===== src/rtl/mat_pkg.sv =====
// Shared types and defaults for the matrix sequencer: FSM states, default dimensions, result byte count.
// No logic, no latency; no flow control of its own.
// Imported by mat_sequencer and mat_tx_serializer.
package mat_pkg;

    typedef enum logic [2:0] {
        LOAD_A,
        LOAD_B,
        START,
        WAIT,
        SEND
    } mat_state_t;

    localparam int MAT_N_DEF  = 3;
    localparam int MAT_W_DEF  = 8;
    localparam int MAT_RW_DEF = 8;

    // Bytes needed to carry one result element of rw bits.
    function automatic int rb_bytes(input int rw);
        return (rw + 7) / 8;
    endfunction

endpackage


===== src/rtl/mat_tx_serializer.sv =====
// Captures the product on i_load and streams it as bytes, element-major, LSB byte first.
// Latency: first byte is valid the cycle after i_load; one byte per accepted handshake.
// Backpressure: o_tx_data and the byte index hold while o_tx_valid is high and i_tx_ready is low.
module mat_tx_serializer
    import mat_pkg::*;
#(
    parameter int N  = MAT_N_DEF,
    parameter int RW = MAT_RW_DEF
) (
    input  logic              i_clk,
    input  logic              i_rst,
    input  logic              i_load,
    input  logic [N*N*RW-1:0] i_result,
    input  logic              i_tx_ready,
    output logic [7:0]        o_tx_data,
    output logic              o_tx_valid,
    output logic              o_last
);

    localparam int RB    = rb_bytes(RW);
    localparam int RBITS = RB * 8;
    localparam int NB    = N * N * RB;
    localparam int KW    = $clog2(NB);

    logic [N*N*RW-1:0] res_q;
    logic [NB*8-1:0]   res_pad;
    logic [KW-1:0]     k;

    // Zero-extend every element to a whole number of bytes so byte k is a plain slice.
    for (genvar e = 0; e < N * N; e++) begin : g_pad
        assign res_pad[e*RBITS +: RBITS] = RBITS'(res_q[e*RW +: RW]);
    end

    assign o_last    = o_tx_valid && i_tx_ready && (k == KW'(NB - 1));
    assign o_tx_data = o_tx_valid ? res_pad[k*8 +: 8] : 8'h00;

    always_ff @(posedge i_clk or posedge i_rst) begin
        if (i_rst) begin
            res_q      <= '0;
            k          <= '0;
            o_tx_valid <= 1'b0;
        end else if (i_load) begin
            res_q      <= i_result;
            k          <= '0;
            o_tx_valid <= 1'b1;
        end else if (o_tx_valid && i_tx_ready) begin
            if (o_last) begin
                k          <= '0;
                o_tx_valid <= 1'b0;
            end else begin
                k <= k + 1'b1;
            end
        end
    end

endmodule


===== src/rtl/mat_sequencer.sv =====
// Loads operands A and B from a byte stream, kicks the multiplier, then serializes the product.
// Latency: o_start one cycle after the last B byte; result bytes start the cycle after i_done.
// Backpressure: rx has none (bytes outside LOAD_A/LOAD_B pulse o_drop); tx is valid/ready. Optional stall timer: MAT_SEQ_TIMEOUT_EN.
module mat_sequencer
    import mat_pkg::*;
#(
    parameter int N       = MAT_N_DEF,
    parameter int W       = MAT_W_DEF,
    parameter int RW      = MAT_RW_DEF,
    parameter int TIMEOUT = 1000000
) (
    input  logic              i_clk,
    input  logic              i_rst,
    input  logic [7:0]        i_rx_data,
    input  logic              i_rx_valid,
    output logic [N*N*W-1:0]  o_mat_a,
    output logic [N*N*W-1:0]  o_mat_b,
    output logic              o_start,
    input  logic              i_done,
    input  logic [N*N*RW-1:0] i_result,
    output logic [7:0]        o_tx_data,
    output logic              o_tx_valid,
    input  logic              i_tx_ready,
    output logic              o_busy,
    output logic              o_drop,
    output logic              o_err
);

    localparam int NN = N * N;
    localparam int IW = $clog2(NN);

    mat_state_t    state;
    logic [IW-1:0] idx;
    logic          last_elem;
    logic          load_res;
    logic          tx_last;
    logic          timeout_hit;

    assign last_elem = (idx == IW'(NN - 1));
    assign load_res  = (state == WAIT) && i_done;
    assign o_busy    = (state != LOAD_A);

`ifdef MAT_SEQ_TIMEOUT_EN
    localparam int TW = $clog2(TIMEOUT + 1);

    logic [TW-1:0] tmr;
    logic          tmr_run;

    // Only a partially received frame can stall; an idle LOAD_A with idx 0 is not a stall.
    assign tmr_run     = ((state == LOAD_A) && (idx != '0)) || (state == LOAD_B);
    assign timeout_hit = tmr_run && !i_rx_valid && (tmr == TW'(TIMEOUT - 1));

    always_ff @(posedge i_clk or posedge i_rst) begin
        if (i_rst) begin
            tmr   <= '0;
            o_err <= 1'b0;
        end else begin
            if (!tmr_run || i_rx_valid || timeout_hit) begin
                tmr <= '0;
            end else begin
                tmr <= tmr + 1'b1;
            end
            if (timeout_hit) begin
                o_err <= 1'b1;
            end else if ((state == LOAD_A) && (idx == '0) && i_rx_valid) begin
                o_err <= 1'b0;
            end
        end
    end
`else
    logic unused_timeout;
    assign unused_timeout = (TIMEOUT > 0);
    assign timeout_hit    = 1'b0;
    assign o_err          = 1'b0;
`endif

    always_ff @(posedge i_clk or posedge i_rst) begin
        if (i_rst) begin
            state   <= LOAD_A;
            idx     <= '0;
            o_mat_a <= '0;
            o_mat_b <= '0;
            o_start <= 1'b0;
            o_drop  <= 1'b0;
        end else begin
            o_start <= 1'b0;
            o_drop  <= 1'b0;
            case (state)
                LOAD_A: begin
                    if (timeout_hit) begin
                        idx <= '0;
                    end else if (i_rx_valid) begin
                        o_mat_a[idx*W +: W] <= i_rx_data[W-1:0];
                        if (last_elem) begin
                            idx   <= '0;
                            state <= LOAD_B;
                        end else begin
                            idx <= idx + 1'b1;
                        end
                    end
                end
                LOAD_B: begin
                    if (timeout_hit) begin
                        idx   <= '0;
                        state <= LOAD_A;
                    end else if (i_rx_valid) begin
                        o_mat_b[idx*W +: W] <= i_rx_data[W-1:0];
                        if (last_elem) begin
                            idx     <= '0;
                            state   <= START;
                            o_start <= 1'b1;
                        end else begin
                            idx <= idx + 1'b1;
                        end
                    end
                end
                START: begin
                    o_drop <= i_rx_valid;
                    state  <= WAIT;
                end
                WAIT: begin
                    o_drop <= i_rx_valid;
                    if (i_done) begin
                        state <= SEND;
                    end
                end
                SEND: begin
                    o_drop <= i_rx_valid;
                    if (tx_last) begin
                        state <= LOAD_A;
                    end
                end
                default: state <= LOAD_A;
            endcase
        end
    end

    mat_tx_serializer #(
        .N  (N),
        .RW (RW)
    ) u_tx (
        .i_clk      (i_clk),
        .i_rst      (i_rst),
        .i_load     (load_res),
        .i_result   (i_result),
        .i_tx_ready (i_tx_ready),
        .o_tx_data  (o_tx_data),
        .o_tx_valid (o_tx_valid),
        .o_last     (tx_last)
    );

endmodule


===== config.mk =====
export PLATFORM = sky130hd
export DESIGN_NAME = mat_sequencer
export DESIGN_NICKNAME = d
export VERILOG_FILES = /design/src/rtl/mat_pkg.sv /design/src/rtl/mat_tx_serializer.sv /design/src/rtl/mat_sequencer.sv
export SDC_FILE = /design/constraint.sdc
export NUM_CORES = 1
export LEC_CHECK = 0
export CAP_MARGIN = 20
export CORE_MARGIN = 4
export CORE_UTILIZATION = 35
export DETAILED_ROUTE_END_ITERATION = 8
export PLACE_DENSITY = 0.64
export SETUP_SLACK_MARGIN = 0.15
export SLEW_MARGIN = 20
export SYNTH_ARGS = -nofsm -noshare
export SYNTH_HDL_FRONTEND = slang
export SYNTH_SLANG_ARGS = --single-unit

===== constraint.sdc =====
create_clock -name i_clk -period 8.5 [get_ports i_clk]
set_input_delay 1.7 -clock i_clk [delete_from_list [all_inputs] [get_ports i_clk]]
set_output_delay 1.7 -clock i_clk [all_outputs]
set_load 0.03 [all_outputs]

# After elaboration in Yosys (flattened, before gate mapping)
# Cells that the tools add are included.
[word_totals]
regBits = 230
inputBits = 85
out_inout_bits = 157
elab_cells = 62
[classes]
add_sub_neg = 3
n_eq_ne = 12
shift = 3
muxes = 21
reduce_logical = 14
[op_table]
columns = ["operator", "n"]
rows = [
  ["72-bit bitwise mux", 2],
  ["8-bit by 34-bit variable shift with 72-bit output (first input constant)", 1],
  ["72-bit by 8-bit variable part select with 8-bit output", 1],
  ["8-bit by 34-bit variable part select with 72-bit output", 1],
  ["7-bit negator with 34-bit output", 1],
  ["3-bit 2-to-1 mux", 6],
  ["4-bit 2-to-1 mux", 4],
  ["3-bit case mux with 5 select lines", 1],
  ["2-bit != test (second input constant)", 6],
  ["4-bit by 1-bit adder with 4-bit output (second input constant)", 2],
  ["4-bit == test (second input constant)", 2],
  ["8-bit 2-to-1 mux", 1],
  ["2-bit AND reduction", 4],
  ["1-bit 2-to-1 mux", 7],
  ["3-bit by 2-bit == test with 1-bit output (second input constant)", 2],
  ["6-bit AND reduction", 1],
  ["2-bit nonzero test", 2],
  ["3-bit by 1-bit == test with 1-bit output (second input constant)", 1],
  ["3-bit == test (second input constant)", 1],
  ["1-bit logical AND", 3],
  ["3-bit logical NOT", 1],
  ["3-bit nonzero test", 1],
  ["3-bit OR reduction", 1],
  ["2-bit OR reduction", 1],
]

# Longest topological paths before layout
# Gate-level depths: netlist (run 1).
[depth]
word_depth = 5
mapped_depth = 9
depth_no_buf = 6

# Cells and area by module
# A second synthesis (run 1) with hierarchy kept.
[unflattened]
cells_unflattened = 719
hier_area_um2 = 9922.0
[by_module_without_submodules]
columns = ["mod", "instances", "cells_each", "area_each_um2", "seq_area_each_um2"]
rows = [
  ["mat_sequencer", 1, 467, 6329.8, 3828.7],
  ["mat_tx_serializer", 1, 252, 3592.2, 1926.8],
]

# Least setup slack after synthesis (run 1)
# OpenSTA, ideal clock, no wires.
[synth_timing]
path_kind = "register -> output"
start = "reg u_tx.k[0]"
end = "out o_tx_data[6]"
t_arrival_ns = 1.908
required_ns = 6.800
slack_ns = 4.892
path_stages_with_launch = 8
path_buffers = 3
cell_sequence = "dfrtp_1 -> buf_2 -> buf_2 -> buf_2 -> mux2i_1 -> nand2_1 -> o211ai_1 -> o21ai_0"
[synth_between]
elab_chain_len = 2
[synth_rtl]
columns = ["element", "line", "source"]
rows = [
  ["from (decl)", "mat_tx_serializer.sv:27", "logic [KW-1:0] k;"],
  ["from (signal assigned)", "mat_tx_serializer.sv:51", "k <= k + 1'b1;"],
  ["72-bit by 8-bit variable part select with 8-bit output", "mat_tx_serializer.sv:35", "assign o_tx_data = o_tx_valid ? res_pad[k*8 +: 8] : 8'h00;"],
  ["8-bit 2-to-1 mux", "mat_tx_serializer.sv:35", ""],
  ["to (decl)", "mat_sequencer.sv:21", "output logic [7:0] o_tx_data,"],
]
# No other way between the ends.

# Worst setup path after layout (run 1)
[layout_timing]
start = "reg u_tx.k[0]"
end = "out o_tx_data[7]"
# The elaborated chain is that of the path after synthesis.

==> results of run 1 <==
## layout make-up
type / count / area share
flip-flops and latches: 230 / 0.425
multi-input cells: 635 / 0.283
repair buffers: 246 / 0.181
clock buffers: 39 / 0.0555
well taps: 378 / 0.0350
clock inverters: 10 / 0.0132
inverters: 21 / 0.00638
diodes: 1 / 0.000185
## cells in the mapped netlist, types with 2 or more instances
master	instances
nor2b_1	6
buf_2	15
buf_1	8
inv_1	21
nor3_1	14
or3_1	2
xnor2_1	2
a22o_1	9
nor2_4	3
a211oi_1	8
nand2_1	314
nand2b_1	2
nand4_1	4
a21oi_1	2
nand3_2	3
a22oi_1	7
mux2_2	86
buf_4	4
and2_1	12
clkbuf_1	20
nor2_1	24
o21ai_0	67
mux2i_1	31
dfrtp_1	230
o2111ai_1	6
ha_1	8
## where the power goes
| part | leakage [nW] | switching [W] | internal (W) |
|---|---|---|---|
| logic | 2.86 | 0.00136 | 0.000911 |
| clock network | 0.456 | 0.000452 | 0.000762 |
| registers | 3.08 | 0.000280 | 0.00150 |
## worst max-delay path, cell delays in order (launching register included)
cell and delay, ns:
dfrtp_1 0.36, buf_4 0.31, nor3_1 0.86, a22o_1 0.28, clkdlybuf4s50_1 0.68
## through the flow
step / utilization / total power, W
5_1_grt: 0.487 / 0.00560
3_5_place_dp: 0.452 / 0.00407
6_report: 0.487 / 0.00527
3_3_place_gp: 0.452 / 0.00404
2_1_floorplan: - / 0.00317
4_1_cts: 0.486 / 0.00532
## final timing paths
path | start | endpoint
max reg2reg | idx[0]$_DFFE_PP0P_ | o_mat_b[66]$_DFFE_PP0P_
max | u_tx.k[0]$_DFFE_PP0P_ | o_tx_data[7]
min | u_tx.res_pad[42]$_DFFE_PP0P_ | u_tx.res_pad[42]$_DFFE_PP0P_
max in group asynchronous | i_rst | o_mat_b[68]$_DFFE_PP0P_
min in group asynchronous | i_rst | o_mat_b[48]$_DFFE_PP0P_
min reg2reg | u_tx.res_pad[42]$_DFFE_PP0P_ | u_tx.res_pad[42]$_DFFE_PP0P_
## cell usage in the layout (no fill, tap or decap), types with 9 or more instances in the layout
master	Yosys	final
a22o_1	9	9
and2_1	12	12
clkbuf_1	20	9
clkbuf_16	0	27
clkdlybuf4s50_1	0	240
dfrtp_1	230	230
inv_1	21	20
mux2_2	86	86
mux2i_1	31	31
nand2_1	314	314
nor2_1	24	23
nor3_1	14	14
o21ai_0	67	67
## sequential cells by signal, indices dropped and copies added (netlist names)
name and count:
u_tx.k 4, u_tx.o_tx_valid 1, o_start 1, o_mat_b 72, idx 4, u_tx.res_pad 72, o_drop 1, state 3
o_mat_a 72
## cells by family after synthesis
family | count (synthesis) | share of synthesized area
flops | 230 | 0.585
mux | 117 | 0.130
compound gates | 107 | 0.0688
buf+inv | 68 | 0.0294
xor+xnor | 3 | 0.00267
simple gates | 399 | 0.173
fa+ha+maj | 8 | 0.0102
other cells | 1 | 0.000381
## routing by layer
metal  GRT usage  vias to the layer above  routed length (um)
met4      0.0374                        2                 534
met3      0.0628                       44                2470
met5           0                        -                   5
met2       0.281                      235               12600
li1            -                     3556                   -
met1       0.242                     3538               12600
==> key figures, run 1 <==
Synth
  • Top cell type's share of synthesized area: 0.585
  • Cell variety after synth: 51
  • Post-synth ARST share: 1.00
  • Post-synth top area cell: dfrtp_1
  • YS warnings: 0
  • Syn Nets: 1026
  • Mapped cell area: 9840 um^2
  • Commonest register cell after synthesis: dfrtp_1
  • Synth area leaders: dfrtp_1 59%, nand2_1 12%, mux2_2 9.8%, o21ai_0 3.4%, mux2i_1 3.2%
  • Yosys reg bits: 230
  • Syn avg cell area: 10.5 um^2
  • Mapped Cells: 933
  • Sequential area share after synthesis: 0.585
  • Post-synth EDFFs: 0

Clocking
  • H-tree Lvls: 1
  • Hold-fix buffers, CTS: 0
  • CTS tree: done
  • CTS max path bufs: 3
  • Clock sink total: 230
  • Worst skew pair latency: 0.54 ns
  • Post-CTS Setup Bufs: 0
  • Total CTS buffers: 27
  • Clock root cell: clkbuf_16
  • Post-CTS sizing: 0
  • CTS clock-pin slew for the worst setup and hold paths: 0.05 ns

STA
  • Setup slack after layout: 3.78 ns
  • Final hold violations: 0
  • Setup TNS: 0 ns
  • Relative slew slack: 0.343
  • Tmin final: 4.72 ns
  • Final clock skew: 0.0242 ns
  • Final Cycle Share: 0.555
  • Fin. max-slew vios: 0
  • RSZ-0062 raised after global routing: no
  • Finish-stage setup viols: 0
  • Final hold slack: 0.471 ns
  • Slew @ Worst Pin: 0.977 ns
  • Fmax: 212 MHz

Drt
  • Post-route ant nets: 0
  • DRT iter0 DRCs: 549
  • WL final: 28200 um
  • Routed WL per cell: 18.1 um
  • Vias: 7375
  • DRC viols: 0
  • Pre-antenna DRT Iters: 6
  • Vias per std cell: 4.73

Global routing
  • First-pass GRT wire length: 44400 um
  • Gr ovfl total: 0
  • Total GRT Usage: 0.179
  • Largest net degree at the start of global routing: 90
  • Vias in the first global route: 7574
  • Initial antenna violation count: 1

Power
  • PD cells: 390 nW/um^2
  • Worst VDD drop: 0.000197 V
  • Leakage power: 6.40 nW

Cells and area
  • Fillers: 2596
  • Layout Cells excl Fill: 1560
  • FF+latch area: 5760 um^2
  • Layout area overhead: 37.5%
  • Cell area after layout: 13500 um^2
  • Layout cells sized above 1: 0.131
  • Area of the multi-input gates: 3830 um^2
  • Nets: 1254

Die
  • Num rows: 61
  • Starting Density: 0.354
  • Core ar.: 27800 um^2
  • Die Ht: 176 um
  • DIE AREA: 30900 um^2
  • Die Width: 176 um
  • Ports: 242

Place
  • HPWL after detailed placement: 19600 um
  • Placed Area: 12600 um^2
  • Global placement routability congestion: 0.826
  • Placed cell count: 1510
  • DP Worst Slack: 4.37 ns
  • Buffers on Ports: 240

Flow run
  • Max-Cap Viols: 0

Setup path
  • R2R Setup Slk: 5.63 ns
  • Max FO, Critical Path: 37
  • Worst EP arrival: 3.02 ns
  • Worst setup EP type: primary output
  • Type of the worst setup path: register to primary output
  • Startpoint Class: register
  • Worst path required time: 6.80 ns
  • Worst r2r path cells: 6

Hold path
  • Hold depth: 2
  • Worst Hold Class: register to register

Status
  • Outcome: complete, no violations
(Power assumes the default switching activity.)
==> run 2: changes to the inputs <==
clock period = 4.6 ns   (was 8.5 ns; I/O delays follow)
==> run 2 against run 1 <==
Cell count fell by 0.19%; worst setup slack lost 3.1 ns; power rose by 81%; largest power group unchanged.
==> key figures, run 2 (synthesized netlist as in run 1, its figures left out) <==
Status
  • Outcome: complete, no violations

STA
  • Slew @ Worst Pin: 0.909 ns (-0.0681 ns)
  • Setup slack after layout: 0.675 ns (-3.11 ns)
  • Setup TNS: 0 ns (unchanged)
  • Final Cycle Share: 0.853
  • Tmin final: 3.93 ns
  • Fmax: 255 MHz
  • RSZ-0062 raised after global routing: no
  • Finish-stage setup viols: 0 (unchanged)
  • Fin. max-slew vios: 0 (unchanged)
  • Relative slew slack: 0.392 (+0.0491)
  • Final hold violations: 0 (unchanged)
  • Final clock skew: 0.0212 ns (-0.00299 ns)

Drt
  • Routed WL per cell: 18.1 um (+0.30%)
  • Vias: 7449 (+1.0%)
  • Vias per std cell: 4.78 (+1.2%)
  • Post-route ant nets: 0 (unchanged)
  • WL final: 28200 um (+0.11%)
  • Pre-antenna DRT Iters: 4 (-2)
  • DRT iter0 DRCs: 524 (-4.6%)
  • DRC viols: 0 (unchanged)

Global routing
  • First-pass GRT wire length: 45000 um (+1.3%)
  • Largest net degree at the start of global routing: 118 (+31%)
  • Initial antenna violation count: 0 (-1)
  • Vias in the first global route: 7875 (+4.0%)
  • Total GRT Usage: 0.182 (+0.00251)
  • Gr ovfl total: 0 (unchanged)

Power
  • Combinational power share: 0.436 (+0.004)
  • PD cells: 708 nW/um^2 (+82%)
  • Internal cell power: 0.00563 W (+78%)
  • Leakage power: 6.37 nW (-0.49%)
  • Net Switching: 0.00390 W (+86%)
  • Reg power frac: 0.352 (+0.014)
  • Switching share of power: 0.409 (+0.0109)
  • Clock Power Share: 0.213 (-0.017)
  • Worst VDD drop: 0.000399 V (+100%)

Clocking
  • CTS clock-pin slew for the worst setup and hold paths: 0.06 ns (about the same)
  • Worst skew pair latency: 0.54 ns (about the same)
  • CTS tree: done
  • Total CTS buffers: 26 (-3.7%)
  • H-tree Lvls: 1 (unchanged)
  • Hold-fix buffers, CTS: 0 (unchanged)
  • Post-CTS sizing: 0 (unchanged)
  • Clock sink total: 230 (unchanged)
  • CTS max path bufs: 3 (unchanged)
  • Clock root cell: clkbuf_16
  • Post-CTS Setup Bufs: 0 (unchanged)

Die
  • Core ar.: 27800 um^2 (unchanged)
  • Die Width: 176 um (unchanged)
  • Num rows: 61 (unchanged)
  • Die Ht: 176 um (unchanged)
  • DIE AREA: 30900 um^2 (unchanged)
  • Starting Density: 0.354 (unchanged)
  • Ports: 242 (unchanged)

Place
  • Global placement routability congestion: 0.803 (-2.8%)
  • DP Worst Slack: 1.22 ns (-3.15 ns)
  • Placed cell count: 1510 (unchanged)
  • Buffers on Ports: 240 (unchanged)
  • HPWL after detailed placement: 19900 um (+1.4%)

Setup path
  • Max FO, Critical Path: 21 (-43%)
  • Worst r2r dst: o_mat_b[71]$_DFFE_PP0P_
  • R2R Setup Slk: 1.72 ns (-3.91 ns)
  • Worst path required time: 3.68 ns (-3.12 ns)
  • Reg-to-Reg Start: idx[0]$_DFFE_PP0P_
  • Worst EP arrival: 3.01 ns (about the same)
  • Startpoint Class: register
  • Worst r2r path cells: 6 (unchanged)
  • Type of the worst setup path: register to primary output
  • Worst setup EP type: primary output

Cells and area
  • Nets: 1253 (-0.080%)
  • Layout area overhead: 36.9%
  • Layout Cells excl Fill: 1557 (-0.19%)
  • Layout cells sized above 1: 0.136 (+0.00446)
  • Diode count: 0 (-1)
  • Commonest non-fill, non-tap cell in the layout: nand2_1
  • Commonest non-fill, non-tap cells in the layout: 314 x nand2_1, 240 x clkdlybuf4s50_1, 230 x dfrtp_1

Flow run
  • Max-Cap Viols: 0 (unchanged)

Hold path
  • Worst Hold Class: register to register
  • Worst Hold Endpoint: u_tx.res_pad[5]$_DFFE_PP0P_
  • Hold depth: 2 (unchanged)
  • Hold Path Origin: u_tx.res_pad[5]$_DFFE_PP0P_
## run 2: critical path, stage by stage (launching register included)
cell	delay (ns)
dfrtp_1	0.79
buf_4	0.44
mux2i_1	0.13
a21oi_1	0.14
o211ai_1	0.10
o21ai_0	0.17
clkdlybuf4s50_1	0.71
## run 2: how the worst max path moves through the flow
stage	start	to	slack, ns	depth (start not counted)
6_report	u_tx.k[0]$_DFFE_PP0P_	o_tx_data[6]	0.67	6
5_1_grt	u_tx.k[0]$_DFFE_PP0P_	o_tx_data[6]	0.46	6
4_1_cts	u_tx.k[0]$_DFFE_PP0P_	o_tx_data[6]	0.65	6
3_5_place_dp	u_tx.k[0]$_DFFE_PP0P_	o_tx_data[6]	1.22	6
3_3_place_gp	u_tx.k[0]$_DFFE_PP0P_	o_tx_data[6]	1.24	6
2_1_floorplan	i_rst	idx[0]$_DFFE_PP0P_	0.67	1
## run 2: stage by stage
stage	hold WS (ns)	power, W	utilization	area, um^2
after floorplan	0.440	0.00586	-	9840
after global placement	0.454	0.00746	0.453	12600
after detailed placement	0.458	0.00752	0.453	12600
after CTS	0.477	0.00961	0.483	13400
after global routing	0.496	0.0101	0.485	13500
final	0.473	0.00953	0.485	13500
## run 2: power groups by stage
stage / logic, W / registers, W / clock network, W
floorplan: 0.00184 / 0.00401 / 0
global placement: 0.00409 / 0.00337 / 0
detailed placement: 0.00414 / 0.00338 / 0
CTS: 0.00416 / 0.00336 / 0.00209
global route: 0.00451 / 0.00345 / 0.00217
finish: 0.00415 / 0.00335 / 0.00203
## run 2: per-layer routing
layer | up-vias | part of all wire | global-route usage
met4 | 0 | 0.017 | 0.0357
li1 | 3561 | - | -
met2 | 243 | 0.46 | 0.286
met3 | 33 | 0.090 | 0.0659
met1 | 3612 | 0.44 | 0.245
met5 | - | 0 | 0
## run 2: final cells by class
type	count	area (um^2)
Timing Repair Buffer	246	2470
Clock buffer	34	731
Multi-Input combinational cell	635	3840
Clock inverter	13	111
Inverter	21	82.6
Sequential cell	230	5760
Fill cell	2606	14300
Tap cell	378	473
==> run 3: changes to the inputs <==
clock period = 3.8 ns   (was 4.6 ns; I/O delays follow)
==> run 3 against run 2 <==
Via count decreased by 0.44%; routed wire length fell by 0.31%; non-clock buffer count up 9; cell count increased by 0.71%; sequential share of layout area is 0.76 points lower; utilization is 0.89 points higher; count of clock-buffer cells in the layout rose by 2; clock power grew 44%; combinational power grew 22%; global-route usage fell by 0.33 points; first-iteration DRC count fell by 13%; power rose by 26%; largest power group unchanged.
==> key figures, run 3 (synthesized netlist as in run 1, its figures left out) <==
STA
  • Fin. max-slew vios: 0 (unchanged)
  • Relative slew slack: 0.442 (+0.0494)
  • Tmin final: 3.46 ns
  • RSZ-0062 raised after global routing: no
  • Fmax: 289 MHz
  • Final clock skew: 0.0217 ns (+0.000520 ns)
  • Slew @ Worst Pin: 0.831 ns (-0.0785 ns)
  • Setup TNS: 0 ns (unchanged)
  • Final hold violations: 0 (unchanged)
  • Final hold slack: 0.476 ns (+0.00316 ns)
  • Final Cycle Share: 0.909
  • Finish-stage setup viols: 0 (unchanged)

Global routing
  • Vias in the first global route: 7627 (-3.1%)
  • Initial antenna violation count: 1 (+1)
  • First-pass GRT wire length: 44000 um (-2.0%)
  • Largest net degree at the start of global routing: 87 (-26%)
  • Total GRT Usage: 0.178 (-0.00331)
  • Gr ovfl total: 0 (unchanged)

Setup path
  • Worst r2r dst: o_mat_b[66]$_DFFE_PP0P_
  • Startpoint Class: register
  • Max FO, Critical Path: 21 (unchanged)
  • Worst setup EP type: primary output
  • R2R Setup Slk: 0.92 ns (-0.80 ns)
  • Worst EP arrival: 2.70 ns (-0.31 ns)
  • Worst path required time: 3.04 ns (-0.64 ns)
  • Critical Path Sink: o_tx_data[6]
  • Reg-to-Reg Start: idx[0]$_DFFE_PP0P_
  • Crit path from: u_tx.k[0]$_DFFE_PP0P_
  • Type of the worst setup path: register to primary output
  • Worst r2r path cells: 6 (unchanged)

Place
  • Placed cell count: 1518 (+0.53%)
  • Global placement routability congestion: 0.825 (+2.7%)
  • Placed Area: 12700 um^2 (+0.58%)
  • HPWL after detailed placement: 19900 um (+0.20%)
  • Buffers on Ports: 240 (unchanged)

Clocking
  • H-tree Lvls: 1 (unchanged)
  • Worst skew pair latency: 0.54 ns (about the same)
  • CTS max path bufs: 3 (unchanged)
  • Clock root cell: clkbuf_16
  • Total CTS buffers: 27 (+3.8%)
  • Clock sink total: 230 (unchanged)
  • Hold-fix buffers, CTS: 0 (unchanged)
  • CTS clock-pin slew for the worst setup and hold paths: 0.06 ns (about the same)
  • CTS tree: done

Die
  • Starting Density: 0.354 (unchanged)
  • Core ar.: 27800 um^2 (unchanged)
  • Die Width: 176 um (unchanged)
  • Num rows: 61 (unchanged)
  • Ports: 242 (unchanged)
  • Die Ht: 176 um (unchanged)
  • DIE AREA: 30900 um^2 (unchanged)

Drt
  • Pre-antenna DRT Iters: 4 (unchanged)
  • WL final: 28100 um (-0.31%)
  • Vias: 7416 (-0.44%)
  • Vias per std cell: 4.73 (-1.1%)
  • Routed WL per cell: 17.9 um (-1.0%)
  • Post-route ant nets: 0 (unchanged)
  • DRC viols: 0 (unchanged)
  • DRT iter0 DRCs: 458 (-13%)

Power
  • PD cells: 877 nW/um^2 (+24%)
  • Worst VDD drop: 0.000540 V (+35%)
  • Leakage power: 6.49 nW (+1.9%)

Cells and area
  • Commonest non-fill, non-tap cells in the layout: 314 x nand2_1, 240 x clkdlybuf4s50_1, 229 x dfrtp_1
  • Commonest non-fill, non-tap cell in the layout: nand2_1
  • Layout cells sized above 1: 0.143 (+0.00715)
  • Layout Cells excl Fill: 1568 (+0.71%)
  • Layout area overhead: 39.4%
  • Nets: 1263 (+0.80%)
  • Cell area after layout: 13700 um^2 (+1.8%)
  • Diode count: 0 (unchanged)

Flow run
  • Max-Cap Viols: 0 (unchanged)

Hold path
  • Worst Hold Class: register to register

Status
  • Outcome: complete, no violations
[run 3: how the worst min path moves through the flow]
stage                                       startpoint                            to  slack, ns  depth (start not counted)
after global placement    u_tx.res_pad[14]$_DFFE_PP0P_  u_tx.res_pad[14]$_DFFE_PP0P_       0.45                          2
final                      u_tx.res_pad[5]$_DFFE_PP0P_   u_tx.res_pad[5]$_DFFE_PP0P_       0.48                          2
after detailed placement  u_tx.res_pad[13]$_DFFE_PP0P_  u_tx.res_pad[13]$_DFFE_PP0P_       0.46                          2
after global routing      u_tx.res_pad[66]$_DFFE_PP0P_  u_tx.res_pad[66]$_DFFE_PP0P_       0.49                          2
after CTS                                        i_rst       o_mat_b[23]$_DFFE_PP0P_       0.48                          2
after floorplan           u_tx.res_pad[10]$_DFFE_PP0P_  u_tx.res_pad[10]$_DFFE_PP0P_       0.44                          2
[run 3: metal layers]
| metal | vias up | global-route usage | share of wire | wire [um] |
|---|---|---|---|---|
| met3 | 44 | 0.0702 | 0.097 | 2720 |
| met4 | 2 | 0.0396 | 0.021 | 584 |
| met5 | - | 0 | 0.00025 | 7 |
| li1 | 3578 | - | - | - |
| met1 | 3570 | 0.229 | 0.42 | 11800 |
| met2 | 222 | 0.287 | 0.46 | 13000 |
[run 3: through the flow]
stage / worst slack (ns) / utilization / total power [W]
floorplan: 0.0320 / - / 0.00709
global placement: 0.568 / 0.456 / 0.00907
detailed placement: 0.529 / 0.456 / 0.00914
CTS: 0.195 / 0.492 / 0.0121
global route: 0.169 / 0.493 / 0.0127
finish: 0.345 / 0.493 / 0.0120
[run 3: timing repair]
item,CTS,global route
setup buffers,0,0
resized for setup,1,1
cloned,0,0
endpoints found under the setup margin,8,1
[run 3: worst max-delay path: stages, from the launching register on]
cell	delay (ns)
dfrtp_2	0.61
buf_6	0.31
mux2i_1	0.11
a21oi_1	0.13
o211ai_1	0.10
o21ai_0	0.21
clkdlybuf4s50_1	0.71
[run 3: cell type report]
cell class	instances	area (um^2)
clock inverters	13	246
multi-input cells	635	3820
repair buffers	255	2560
inverters	21	82.6
fillers	2549	14100
clock buffers	36	769
well taps	378	473
flip-flops and latches	230	5760
[run 3: power breakdown]
| group | total (W) | switching [W] | internal (W) |
|---|---|---|---|
| Sequential | 0.00404 | 0.000681 | 0.00336 |
| Combinational | 0.00507 | 0.00299 | 0.00207 |
| Clock | 0.00292 | 0.00103 | 0.00189 |
| Total | 0.0120 | 0.00471 | 0.00732 |
